### src/rtl/fetch_dispatch.sv
// ---------------------------------------------------------------------------
// fetch_dispatch
//   Fetch/dispatch stage that feeds the execute FSMs (MOV, ADD, ...).
//   It reads one 16-bit word from program ROM at pc and latches it into the
//   instruction register (IR). While the word executes, IR is presented on the
//   shared `instruction` bus until the active execute FSM raises `done`.
//   Between instructions the bus carries IDLE_WORD, so every execute FSM falls
//   back to its reset state.
//
//   Optional feature macro: WATCHDOG_EN
//     defined   : an EXEC cycle counter skips an instruction that never
//                 completes. After TIMEOUT cycles the stage does pc+1, sets the
//                 sticky err flag and fetches the next word.
//     undefined : EXEC waits for done indefinitely and err is tied to 0.
//
//   Execute-side handshake (pcInc / done):
//     These are level inputs, sampled on every rising edge while in EXEC and
//     ignored in all other states. pcInc adds 1 to pc in each cycle it is high.
//     done ends the instruction: the next state is FETCH and the bus returns
//     to IDLE_WORD on that edge. A single cycle may carry both. jmpEn loads pc
//     from jmpAddr and takes priority over pcInc in the same cycle.
//
// Ports
//   clk          in   1     system clock, rising edge
//   rst          in   1     asynchronous active-low reset
//   memData      in   16    ROM read data, valid one cycle after memRd
//   memAddr      out  PC_W  ROM address (= pc)
//   memRd        out  1     ROM read strobe
//   instruction  out  16    to execute FSMs: [15:12] opcode, [11:6] p1, [5:0] p2
//   pcInc        in   1     pc increment request (EXEC only)
//   done         in   1     instruction complete (EXEC only)
//   jmpEn        in   1     load pc from jmpAddr (EXEC only)
//   jmpAddr      in   PC_W  jump target
//   pc           out  PC_W  current program counter
//   halted       out  1     high once HALT_OP has been loaded
//   err          out  1     sticky watchdog error
//   dbg_state    out  2     current FSM state (0 FETCH, 1 LOAD, 2 EXEC, 3 HALT)
// ---------------------------------------------------------------------------
module fetch_dispatch #(
   parameter int          PC_W      = 8,
   parameter logic [15:0] IDLE_WORD = 16'h0000,
   parameter logic [3:0]  HALT_OP   = 4'b1111,
   parameter int          TIMEOUT   = 32
) (
   input  logic            clk,
   input  logic            rst,
   input  logic [15:0]     memData,
   output logic [PC_W-1:0] memAddr,
   output logic            memRd,
   output logic [15:0]     instruction,
   input  logic            pcInc,
   input  logic            done,
   input  logic            jmpEn,
   input  logic [PC_W-1:0] jmpAddr,
   output logic [PC_W-1:0] pc,
   output logic            halted,
   output logic            err,
   output logic [1:0]      dbg_state
);

   typedef enum logic [1:0] {
      S_FETCH = 2'd0,
      S_LOAD  = 2'd1,
      S_EXEC  = 2'd2,
      S_HALT  = 2'd3
   } state_t;

   state_t      state;
   state_t      state_nxt;
   logic [15:0] ir;
   logic [3:0]  load_op;
   logic        timeout_hit;

   assign load_op = memData[15:12];

`ifdef WATCHDOG_EN
   localparam int CNT_W = (TIMEOUT > 1) ? $clog2(TIMEOUT) : 1;
   logic [CNT_W-1:0] wd_cnt;
   logic             err_q;

   // LOAD always comes right before EXEC, so clearing the counter there is the
   // same as clearing it on EXEC entry.
   assign timeout_hit = (state == S_EXEC) && !done && (wd_cnt == CNT_W'(TIMEOUT - 1));

   always_ff @(posedge clk or negedge rst) begin
      if (!rst) begin
         wd_cnt <= '0;
         err_q  <= 1'b0;
      end else begin
         if (state == S_LOAD) begin
            wd_cnt <= '0;
         end else if (state == S_EXEC) begin
            wd_cnt <= wd_cnt + CNT_W'(1);
         end
         if (timeout_hit) begin
            err_q <= 1'b1;
         end
      end
   end

   assign err = err_q;
`else
   // No watchdog: the comparison is always false and only keeps TIMEOUT referenced.
   assign timeout_hit = (TIMEOUT < 0);
   assign err         = 1'b0;
`endif

   // State register
   always_ff @(posedge clk or negedge rst) begin
      if (!rst) begin
         state <= S_FETCH;
      end else begin
         state <= state_nxt;
      end
   end

   // Next state and the read strobe
   always_comb begin
      state_nxt = state;
      memRd     = 1'b0;
      unique case (state)
         // Reset leaves the FSM in FETCH. Gating with rst keeps the strobe low
         // during reset and raises it as soon as reset is released.
         S_FETCH: begin
            memRd     = rst;
            state_nxt = S_LOAD;
         end
         S_LOAD: begin
            if (load_op == 4'b0000) begin
               state_nxt = S_FETCH;
            end else if (load_op == HALT_OP) begin
               state_nxt = S_HALT;
            end else begin
               state_nxt = S_EXEC;
            end
         end
         S_EXEC: begin
            if (done || timeout_hit) begin
               state_nxt = S_FETCH;
            end
         end
         S_HALT: begin
            state_nxt = S_HALT;
         end
         default: begin
            state_nxt = S_FETCH;
         end
      endcase
   end

   // pc, IR and halted
   always_ff @(posedge clk or negedge rst) begin
      if (!rst) begin
         pc     <= '0;
         ir     <= IDLE_WORD;
         halted <= 1'b0;
      end else begin
         unique case (state)
            S_LOAD: begin
               ir <= memData;
               if (load_op == 4'b0000) begin
                  pc <= pc + PC_W'(1);
               end else if (load_op == HALT_OP) begin
                  halted <= 1'b1;
               end
            end
            S_EXEC: begin
               if (timeout_hit) begin
                  pc <= pc + PC_W'(1);
               end else if (jmpEn) begin
                  pc <= jmpAddr;
               end else if (pcInc) begin
                  pc <= pc + PC_W'(1);
               end
            end
            default: begin
            end
         endcase
      end
   end

   // IR reaches the bus only in EXEC. The mux is selected by registered state,
   // so the bus is stable for the whole instruction.
   assign instruction = (state == S_EXEC) ? ir : IDLE_WORD;
   assign memAddr     = pc;
   assign dbg_state   = state;

endmodule

### config.mk
export PLATFORM = sky130hd
export DESIGN_NAME = fetch_dispatch
export DESIGN_NICKNAME = d
export VERILOG_FILES = /design/src/rtl/fetch_dispatch.sv
export SDC_FILE = /design/constraint.sdc
export NUM_CORES = 1
export LEC_CHECK = 0
export ABC_AREA = 1
export ABC_CLOCK_PERIOD_IN_PS = 1700
export CORE_ASPECT_RATIO = 0.5
export CORE_MARGIN = 4
export CORE_UTILIZATION = 35
export CTS_BUF_LIST = sky130_fd_sc_hd__clkbuf_8 sky130_fd_sc_hd__clkbuf_16
export DETAILED_ROUTE_END_ITERATION = 8
export GPL_ROUTABILITY_DRIVEN = 1
export GPL_TIMING_DRIVEN = 0
export PLACE_DENSITY = 0.74
export SYNTH_ARGS = -nofsm -noshare
export SYNTH_HDL_FRONTEND = slang
export SYNTH_SLANG_ARGS = --single-unit
### constraint.sdc
create_clock -name clk -period 1.7 [get_ports clk]
set_clock_uncertainty 0.2 [all_clocks]
set_input_delay 0.34 -clock clk [delete_from_list [all_inputs] [get_ports clk]]
set_output_delay 0.34 -clock clk [all_outputs]
set_load 0.02 [all_outputs]
* Word-level counts from Yosys, hierarchy flattened
Cells that the tools add are included.
** Operators by class
- $add $sub $neg :: 1
- Eq/ne operators :: 7
- Muxes and demuxes :: 10
- Bitwise operators :: 1
- Reductions and logical operators :: 5
** Operators by type and width (number)
- $mux W8 :: 3
- $mux W16 :: 1
- $pmux W8 S2 :: 1
- $add A8 B1 Y8 const B :: 1
- $pmux W2 S4 :: 1
- $reduce_and A3 Y1 :: 2
- $eq A2 B2 Y1 const B :: 2
- $eq A4 B4 Y1 const B :: 1
- $logic_not A4 Y1 :: 1
- $mux W2 :: 2
- $ne A2 B2 Y1 const B :: 2
- $ne A3 B3 Y1 const B :: 1
- $eq A2 B1 Y1 const B :: 1
- $logic_not A2 Y1 :: 1
- $mux W1 :: 2
- $reduce_bool A2 Y1 :: 1
- $not A1 Y1 :: 1
** Word-level totals
- Register bits :: 27
- Input bits :: 29
- Word-level logic and storage cells :: 28

* Longest topological paths before layout
- Word-level depth :: 4
- Depth in mapped cells :: 8

* Least setup slack after synthesis
OpenSTA, ideal clock, no wires.
- Path kind :: register to output
- Start point :: register state[1], in the netlist dbg_state[1]
- End point :: output instruction[10]
- Arrival time :: 1245 ps
- Data required time :: 1160 ps
- Slack :: -85 ps
- Cell stages (with the launch flop) :: 4
- Buffers on the path :: 1
- Cell sequence :: dfrtp_1 nand2_2 clkbuf_1 nor2_1
** On the way
- Longest elaborated chain between the ends :: 2
** RTL lines
- from (decl) :: RTL line 68 : state_t state;
- from (signal assigned) :: RTL line 113 : state <= state_nxt;
- $eq A2 B2 Y1 :: RTL line 184 : assign instruction = (state == S_EXEC) ? ir : IDLE_WORD;
- $mux W16 :: RTL line 184
- to (decl) :: RTL line 50 : output logic [15:0] instruction,
No other way between the ends.

* Worst setup path after layout
- Start point :: register state[0], in the netlist dbg_state[0]
- End point :: output instruction[5]
The elaborated chain is that of the path after synthesis.

==> qor.yml <==
outcome:
  status: "finished with violations"
  failed_checks: "setup timing"
synthesis:
  synth_top_area_cell: "dfrtp_1"
  synth_seq_cells: 27
  ys_warn_count: 0
  synthTopCellsByCount: "49 x nand2_1, 27 x dfrtp_1, 27 x inv_1"
  synth_area_per_cell_um2: 7.445
  synth_async_sr_flop_share_pct: 100.0
  yosysMostFrequentCell: "nand2_1"
  ys_seq_area_share_pct: 45.38
  synth_area_um2: 1489
  synth.distinct_cells: 24
  ys.flop_type: "dfrtp_1"
  synth_cells: 200
  synth_edf_count: 0
  yosysTopAreaCellShare_pct: 45.38
  synthTopCellsByArea: "dfrtp_1 45%, nand2_1 12%, o21ai_0 8.4%"
  synth_nets: 230
grt:
  grt_pass1_wl_um: 6527
  grtUsageTotal_pct: 15.07
  grt_pass1_vias: 1411
  grt_max_degree: 28
  antenna_found_initial: 0
  globalRouteOverflowTotal: 0
setup_path:
  cp.arrival_ps: 1260
  cp.required_ps: 1160
  timing.rr.start: "dbg_state[0]$_DFFE_PN0P_"
  path_max_fanout: 5
  startpoint: "dbg_state[0]$_DFFE_PN0P_"
  cp-end-kind: "output pin"
  crit_type: "flop to output pin"
  reg2reg_depth: 8
  critPathLaunchType: "flop"
power_and_ir_drop:
  leakagePower_nw: 1.238
  power_w: 0.004371
  p_int_w: 0.002395
  p_seq_share_pct: 25.2
  pwr-share-comb_pct: 66.6
  p_switching_w: 0.001976
  swShare_pct: 45.20
  pwr-share-clk_pct: 8.2
  max-vdd-ir-drop_v: 0.0008326
  powerDensity_nw_per_um2: 1707
placement:
  portBuffers: 64
  place_inst: 318
  dp_hpwl_um: 2999
  preCtsSetupSlack_ps: -1441
  routabilityCongestion: 0.8565
floorplan:
  io_pins: 66
  die_h_um: 54.12
  start_util_pct: 37.19
  dieArea_um2: 5425
  core_um2: 4004
  die-width_um: 100.2
  std_cell_rows: 16
clock_network:
  cts_sinks: 27
  cts_tree: "built"
  clk_pin_slew_ps: 90
  clock_path_buffers: 2
  insertion_delay_ps: 270
  cts_buffers: 3
  ctsHtreeMaxLevel: 1
  cts_root_buf: "clkbuf_8"
timing:
  finalSetupViolations: 14
  hold_viol: 0
  drv_slew: 0
  fmax_mhz: 555.3
  fin_crit_ps: 1801
  setup_slack_ps: -100.8
  rsz0062_at_grt: "true"
  finalCritPeriodShare_pct: 105.9
finish:
  n_antenna_cell: 0
  fin_cells: 342
  postLayoutCoreUtil_pct: 63.97
  final_nets: 319
  area_growth_pct: 72.02
  drive_gt1_share_pct: 29.51
min_path:
  whs_path_depth: 2
  hp-start: "halted$_DFFE_PN0P_"
  worst_hold_path_type: "flop to flop"
detailed_routing:
  drc: 0
  drt-wirelength-per-cell_um: 12.76
  final_antenna_net_count: 0
  via_count: 1575
  firstDrtPassIters: 5
  vias_per_cell: 4.605
  finalWirelength_um: 4364
  drt_iter0_markers: 46
flow_run:
  drv_cap: 0
## flip-flops by register name (all words and copies together), names as in the netlist
name and cells:
dbg_state 2, halted 1, memAddr 8, ir 16
## final cells by class
type / count / area [µm²]
Tap cell: 54 / 67.56
Clock buffer: 3 / 41.29
Buffer: 13 / 113.9
Multi-Input combinational cell: 130 / 729.5
Sequential cell: 27 / 680.7
Fill cell: 348 / 1443
Clock inverter: 1 / 5.005
Timing Repair Buffer: 84 / 803.3
Inverter: 30 / 120.1
## worst max-delay path, cell delays in order, from the launching register on
cell	delay, ps
dfrtp_2	450
clkinv_4	90
nand2_8	70
clkbuf_16	180
nor2_4	90
buf_6	120
## per-layer routing
layer / wire (µm) / part of all wire [%] / vias to the layer above / GRT usage, %
met5: 0 / 0 / - / 0
met4: 17 / 0.39 / 0 / 2.013
met3: 169 / 3.9 / 2 / 2.846
met2: 2299 / 53 / 39 / 26.43
met1: 1877 / 43 / 753 / 20.17
li1: - / - / 781 / -
## worst paths after layout
path / to / slack, ps
setup / recovery: instruction[5] / -100
hold / removal: halted$_DFFE_PN0P_ / 330
setup reg to reg: memAddr[7]$_DFFE_PN0P_ / 70
hold reg to reg: halted$_DFFE_PN0P_ / 330
max in group asynchronous: dbg_state[0]$_DFFE_PN0P_ / 760
min in group asynchronous: memAddr[5]$_DFFE_PN0P_ / 370
## metrics by stage
stage	area [µm²]	hold slack [ps]	setup TNS (ps)
floorplan	1516	-155.6	-81.50
global placement	2225	253.2	-18580
detailed placement	2225	255.2	-17570
CTS	2349	274.3	-1456
global route	2561	339.9	-2310
finish	2561	327.2	-1103
## cells by family (layout without fill, tap and decap cells)
group | Yosys count | in the layout | synth area share, %
compound gates | 29 | 29 | 10.25
xor+xnor | 1 | 1 | 0.5883
fa+ha+maj | 1 | 1 | 0.8402
buf+inv | 44 | 131 | 13.95
flops | 27 | 27 | 45.38
other cells | 1 | 1 | 0.2519
simple gates | 97 | 98 | 28.74
## power by group through the flow
stage | Combinational [W] | Clock (W) | Sequential, W
finish | 0.00291 | 0.000360 | 0.00110
floorplan | 0.00128 | 0 | 0.00125
CTS | 0.00247 | 0.000371 | 0.00108
global route | 0.00315 | 0.000402 | 0.00114
global placement | 0.00225 | 0 | 0.00116
detailed placement | 0.00231 | 0 | 0.00117
## timing repair
item / CTS / global route
endpoints found under the setup margin: 63 / 40
endpoints found under the hold margin: 27 / 0
hold buffers: 2 / 0
gates cloned: 0 / 2
buffers inserted: 11 / 6
resized for setup: 122 / 38
pin swaps: 0 / 3
## cells in the final DEF, fill, tap and decap left out, types with 10 or more instances in the layout
master and n:
nand3_1 10, nor2_4 10, inv_1 27, buf_6 16
dfrtp_1 23, nand2_1 49, buf_4 28, clkdlybuf4s50_1 27
dlygate4sd2_1 15, o21ai_0 25, nor2_1 12
Power figures use the tool's default switching activity.
